## src/rtl/axis_boxcar_decimator_v1_0.sv

```systemverilog
// Boxcar averaging decimator: averages each block of 2^LOG2_RATIO signed
// AXI-Stream samples into one sign-extended output word.
// Optional macro AXIS_BOXCAR_ROUND_EN: round half toward +inf instead of floor.
module axis_boxcar_decimator_v1_0 #(
    parameter int S_AXIS_TDATA_WIDTH = 16,
    parameter int M_AXIS_TDATA_WIDTH = 32,
    parameter int LOG2_RATIO         = 4
) (
    input  logic                          aclk,
    input  logic                          arst,
    output logic                          s_axis_tready,
    input  logic [S_AXIS_TDATA_WIDTH-1:0] s_axis_tdata,
    input  logic                          s_axis_tvalid,
    input  logic                          m_axis_tready,
    output logic [M_AXIS_TDATA_WIDTH-1:0] m_axis_tdata,
    output logic                          m_axis_tvalid
);

    localparam int N     = 1 << LOG2_RATIO;
    localparam int ACC_W = S_AXIS_TDATA_WIDTH + LOG2_RATIO;
    localparam int CNT_W = (LOG2_RATIO > 0) ? LOG2_RATIO : 1;

    localparam logic [CNT_W-1:0] CNT_LAST = CNT_W'(N - 1);

`ifdef AXIS_BOXCAR_ROUND_EN
    // Half of the divisor; zero when there is no division at all.
    localparam logic signed [ACC_W-1:0] RND = ACC_W'(N >> 1);
`else
    localparam logic signed [ACC_W-1:0] RND = '0;
`endif

    logic signed [ACC_W-1:0]              r_acc;
    logic [CNT_W-1:0]                     r_cnt;
    logic [M_AXIS_TDATA_WIDTH-1:0]        r_data;
    logic                                 r_valid;

    logic                                 w_s_ready;
    logic                                 w_accept;
    logic                                 w_last;
    logic signed [ACC_W-1:0]              w_sample;
    logic signed [ACC_W-1:0]              w_sum;
    logic signed [ACC_W-1:0]              w_rnd;
    logic signed [ACC_W-1:0]              w_avg;
    logic [M_AXIS_TDATA_WIDTH-1:0]        w_avg_ext;

    // Handshake, block-end detection and the averaged result of the block.
    always_comb begin
        w_s_ready = ~r_valid | m_axis_tready;
        w_accept  = s_axis_tvalid & w_s_ready;
        w_last    = (r_cnt == CNT_LAST);
        w_sample  = ACC_W'($signed(s_axis_tdata));
        w_sum     = r_acc + w_sample;
        w_rnd     = w_sum + RND;
        w_avg     = w_rnd >>> LOG2_RATIO;
        w_avg_ext = M_AXIS_TDATA_WIDTH'(
                        $signed(w_avg[S_AXIS_TDATA_WIDTH-1:0]));
    end

    // Accumulate accepted samples; close the block on the Nth one.
    always_ff @(posedge aclk) begin
        if (arst) begin
            r_acc <= '0;
            r_cnt <= '0;
        end else if (w_accept) begin
            if (w_last) begin
                r_acc <= '0;
                r_cnt <= '0;
            end else begin
                r_acc <= w_sum;
                r_cnt <= r_cnt + CNT_W'(1);
            end
        end
    end

    // Output register: load on block end, hold under backpressure.
    always_ff @(posedge aclk) begin
        if (arst) begin
            r_data  <= '0;
            r_valid <= 1'b0;
        end else if (w_accept && w_last) begin
            r_data  <= w_avg_ext;
            r_valid <= 1'b1;
        end else if (m_axis_tready) begin
            r_valid <= 1'b0;
        end
    end

    assign s_axis_tready = w_s_ready;
    assign m_axis_tdata  = r_data;
    assign m_axis_tvalid = r_valid;

endmodule

```

## config.mk

```make
export PLATFORM = sky130hd
export DESIGN_NAME = axis_boxcar_decimator_v1_0
export DESIGN_NICKNAME = d
export VERILOG_FILES = /design/src/rtl/axis_boxcar_decimator_v1_0.sv
export SDC_FILE = /design/constraint.sdc
export NUM_CORES = 1
export LEC_CHECK = 0
export ABC_AREA = 1
export BUFFER_PORTS_ARGS = -buffer_cell sky130_fd_sc_hd__buf_2
export CAP_MARGIN = 10
export CORE_MARGIN = 4
export CORE_UTILIZATION = 25
export CTS_CLUSTER_SIZE = 24
export DETAILED_ROUTE_END_ITERATION = 10
export PLACE_DENSITY = 0.49
export SKIP_LAST_GASP = 1
export SLEW_MARGIN = 30
export SYNTH_ARGS = -nofsm -noshare
export SYNTH_HDL_FRONTEND = slang
export SYNTH_SLANG_ARGS = --single-unit
```

## constraint.sdc

```tcl
create_clock -name aclk -period 1.63 [get_ports aclk]
set_input_delay 0.163 -clock aclk [delete_from_list [all_inputs] [get_ports aclk]]
set_output_delay 0.163 -clock aclk [all_outputs]
set_load 0.02 [all_outputs]
```

### Word level (Yosys, flattened, before mapping)

Cells that the tools add are included.

* register bits after elaboration: 41
* latch bits: 0
* memory bits (writable): 0
* ROM bits: 0
* word-level logic and storage cells: 16
* memories: 0

* $add $sub $neg: 2
* multipliers: 0
* divide/modulo/power cells: 0
* $lt $le $gt $ge: 0
* equal/unequal tests: 1
* shift operators: 0
* multiplexer cells: 4
* bitwise gates (word level): 3
* reductions and logical operators: 2

Operators by type and width (count)
* 20-bit by 16-bit adder with 20-bit output: 1
* 20-bit two-way mux: 1
* 4-bit by 1-bit adder with 4-bit output (second input constant): 1
* 4-bit equality test (second input constant): 1
* 4-bit two-way mux: 1
* 1-bit two-way mux: 2
* 2-bit nonzero test: 1
* 1-bit AND: 1
* 1-bit logical AND: 1
* 1-bit inverter: 1
* 1-bit bitwise OR: 1

### Logic depth before layout (Yosys ltp)

* depth in word-level cells: 5
* mapped depth: 13
* depth with buffers taken out: 13

### Least setup slack after synthesis

Ideal clock, no wire load.

* path type: register -> register
* from: register r_acc[0]
* to: register r_acc[16]
* setup time: 132 ps
* data arrival time: 1573 ps
* required time: 1498 ps
* slack: -75 ps
* cell stages (with the launch flop): 14
* path buffers: 0
* clock period less this slack: 1705 ps
* path through: dfxtp_1 > ha_1 > inv_1 > fa_1 > inv_1 > nand3_1 > nand3_1 > nand2_1 > nand2_1 > nand2_1 > nand2_1 > nand2_1 > nand3_1 > a21oi_1

* longest elaborated chain between the ends: 2

Ends and longest elaborated chain
* start, declared: RTL line 32 `logic signed [ACC_W-1:0] r_acc;`
* start signal, assigned: RTL line 69 `r_acc <= w_sum;`
* 20-bit by 16-bit adder with 20-bit output: RTL line 52 `w_sum = r_acc + w_sample;`
* 20-bit two-way mux: RTL line 65 `if (w_last) begin`

No other way between the ends.
A chain may end at the register's enable or synchronous reset.

### Worst setup path in the final report

* from: register r_acc[0]
* to: register r_acc[6]

The elaborated chain is that of the path after synthesis.

==> impl_metrics.yaml <==
run_status:
  outcome: "finished, violations left"
  violations: "negative setup slack"
route:
  wire_per_inst_um: 12.91
  avgViaCountPerCell: 4.471
  vias: 2790
  ant_nets: 0
  detail_route.first_pass.iterations: 4
  routed_wl_um: 8057
  first_iter_violations: 104
  drc: 0
sta:
  setup_tns_ns: -0.4602
  clock_skew_ns: 0.004605
  rsz0062_at_grt: "true"
  relSlewSlack_pct: 74.54
  drv_slew: 0
  finalHoldViolations: 0
  timing.final.crit_share_pct: 106.0
  max_freq_ghz: 0.5786
  final.min_clock_period_ns: 1.728
  finalWorstSetupSlack_ns: -0.09817
  worst_pin_slew_ns: 0.3814
  setup_violations: 12
job:
  drv_cap: 0
pwr:
  leakage_nw: 1.896
  p_int_mw: 1.940
  finalPower_mw: 3.060
  p_seq_share_pct: 36.9
  cellPowerDensity_nw_per_um2: 777.6
  p_sw_share_pct: 36.60
  p_clk_share_pct: 22.9
  ir_worst_vdd_uv: 346.0
  switchingPower_mw: 1.120
  pwr-share-comb_pct: 40.2
critical_path:
  endpoint: "r_acc[6]$_SDFFE_PP0P_"
  worstSetupPathType: "reg -> reg"
  r2r_end: "r_acc[6]$_SDFFE_PP0P_"
  path_buf_inv: 5
  ff2ff_setup_slack_ns: -0.1
  crit_family: "adder cells"
  worst-r2r-cell-count: 11
  critPathMaxFanout: 3
  slowest_stage: "dfxtp_2"
  crit_path_end_kind: "flip-flop"
  startpoint: "r_acc[0]$_SDFFE_PP0P_"
  crit_cells: 11
  required_ns: 1.86
  cp-start-kind: "flip-flop"
  worstPathCellList: "ha_4 > inv_2 > fa_2 > inv_2 > buf_4 > buf_6 > buf_4 > a21oi_4 > xnor2_2 > nand2_1 > a21oi_1"
  max_stage_delay_ns: 0.36
  crit-reg2reg-launch: "r_acc[0]$_SDFFE_PP0P_"
  cp.arrival_ns: 1.96
synthesis:
  synth_xor_area_share_pct: 1.587
  netlist_top_cells_count: "133 x nand2_1, 41 x dfxtp_1, 40 x inv_1"
  syn-num-nets: 456
  async_flop_share_pct: 0
  yosys_warnings: 0
  synth-adder-area-share_pct: 9.796
  synth_cells: 415
  synth_seq_area_share_pct: 29.75
  synth-seq-cells: 41
  synth_top_family_by_area: "simple AND/OR/NAND/NOR gates"
  synth_top_area_share_pct: 29.75
  synth_compound_area_share_pct: 10.98
  synth_enable_flop_cells: 0
  ys.flop_type: "dfxtp_1"
  netlist.top_cell.by_area: "dfxtp_1"
  synth.area.mux_share_pct: 0
  synth.most_common_cell: "nand2_1"
  synth_simple_gate_area_share_pct: 36.05
  ys_types: 36
  synth_area_leaders: "dfxtp_1 30%, nand2_1 18%, ha_1 9.1%"
  synth_area_um2: 2759
  syn_area_per_cell_um2: 6.648
floorplanning:
  dieWidth_um: 113.1
  design.core.area_um2: 10840
  fp.dieH_um: 113.1
  io-pin-count: 54
  die_area_um2: 12780
  floorplan.initialDensity_pct: 25.45
  rows: 38
worst_hold_path:
  holdPathStages: 2
  hold_class: "in -> reg"
placement:
  gp_congestion: 0.9053
  post-dp-hpwl_um: 5832
  place_area_um2: 3241
  place_inst: 608
  port_buffers: 53
  dp_worst_setup_slack_ns: -0.1293
clock_tree:
  htree_num_levels: 2
  root_buffer: "clkbuf_8"
  cts_inserted_buffers: 5
  hold_buffers: 0
  cts_buffer_depth: 2
  clk_pin_slew_worst_paths_ns: 0.09
  clock_latency_ns: 0.30
  cts_tree: "yes"
  clock_sinks: 41
cells_and_area:
  final_nets: 524
  diodes: 0
  fin_cells: 624
  final_layout_size_suffix_gt1_share_pct: 42.98
  synthToLayoutAreaGrowth_pct: 42.63
  stdcell_area_um2: 3935
global_routing:
  overflow: 0
  grt_pass1_vias: 2547
  grt_start_max_net_pins: 25
  grt_first_pass_wirelength_um: 12300
  grt_use_total_pct: 11.84
  antenna_found_initial: 0
-- cells in the final DEF, fill, tap and decap left out, types with 8 or more instances in the layout --
cell / Yosys / layout
a21oi_1: 36 / 26
a21oi_2: 0 / 8
buf_2: 2 / 53
buf_4: 16 / 28
dfxtp_1: 41 / 29
dfxtp_2: 0 / 12
ha_4: 0 / 18
inv_1: 40 / 34
inv_2: 4 / 9
nand2_1: 133 / 104
nand2_2: 3 / 24
nand2_4: 1 / 9
nand3_1: 38 / 25
nand3_2: 1 / 10
nor2_1: 28 / 22
o21ai_0: 10 / 9
-- layer usage --
metal	GRT usage (%)	vias up	part of all wire, %
li1	-	1458	-
met4	3.125	0	0.61
met3	2.460	2	5.2
met5	0	-	0
met1	16.07	1272	47
met2	19.15	58	47
-- power by group through the flow --
| stage | combinational [mW] | sequential [mW] | clock, mW |
|---|---|---|---|
| after floorplan | 0.605 | 1.11 | 0 |
| after global placement | 0.870 | 1.12 | 0 |
| after detailed placement | 0.879 | 1.12 | 0 |
| after CTS | 0.985 | 1.11 | 0.740 |
| after global routing | 1.36 | 1.14 | 0.772 |
| final | 1.23 | 1.13 | 0.701 |
-- logic make-up after synthesis --
logic type / Yosys count
AOI/OAI and AO/OA: 55
xor gates and xnor gates: 5
adders and majority gates: 21
buffers and inverters: 68
DFF: 41
and+or+nand+nor: 225
-- metrics by stage --
| stage | hold slack, ns | utilization, % |
|---|---|---|
| finish | 0.2120 | 36.30 |
| CTS | 0.2151 | 32.73 |
| floorplan | 0.2321 | - |
| global placement | 0.4353 | 29.89 |
| global route | 0.2217 | 36.30 |
| detailed placement | 0.4373 | 29.89 |
-- worst register-to-register path: stages, from the launching register on --
cell and delay [ns]:
dfxtp_2 0.36, ha_4 0.13, inv_2 0.03, fa_2 0.33, inv_2 0.08, buf_4 0.12
buf_6 0.08, buf_4 0.10, a21oi_4 0.06, xnor2_2 0.18, nand2_1 0.07, a21oi_1 0.12
-- registers in the layout (all words and copies together) (netlist names) --
register / flops
m_axis_tdata: 16
m_axis_tvalid: 1
r_acc: 20
r_cnt: 4
-- how the worst min path moves through the flow --
stage | from | endpoint | slack (ns)
2_1_floorplan | arst | r_acc[19]$_SDFFE_PP0P_ | 0.23
3_3_place_gp | m_axis_tdata[9]$_SDFFE_PP0P_ | m_axis_tdata[9]$_SDFFE_PP0P_ | 0.44
3_5_place_dp | m_axis_tdata[11]$_SDFFE_PP0P_ | m_axis_tdata[11]$_SDFFE_PP0P_ | 0.44
4_1_cts | arst | r_acc[16]$_SDFFE_PP0P_ | 0.22
5_1_grt | arst | r_acc[7]$_SDFFE_PP0P_ | 0.22
6_report | arst | r_acc[7]$_SDFFE_PP0P_ | 0.21
-- cell type report --
type / instances / area (um^2)
Clock inverter: 2 / 15.01
Multi-Input combinational cell: 306 / 2146
Sequential cell: 41 / 835.8
Clock buffer: 6 / 72.57
Inverter: 45 / 172.7
Tap cell: 140 / 175.2
Timing Repair Buffer: 84 / 518.0
Fill cell: 1143 / 6905
-- what timing repair did --
item / in CTS / in global routing
endpoints found under the setup margin: 22 / 32
gates resized for setup: 35 / 84
pin swaps: 20 / 51
buffers inserted: 4 / 6
No activity file was read; power rests on OpenSTA's default activity.
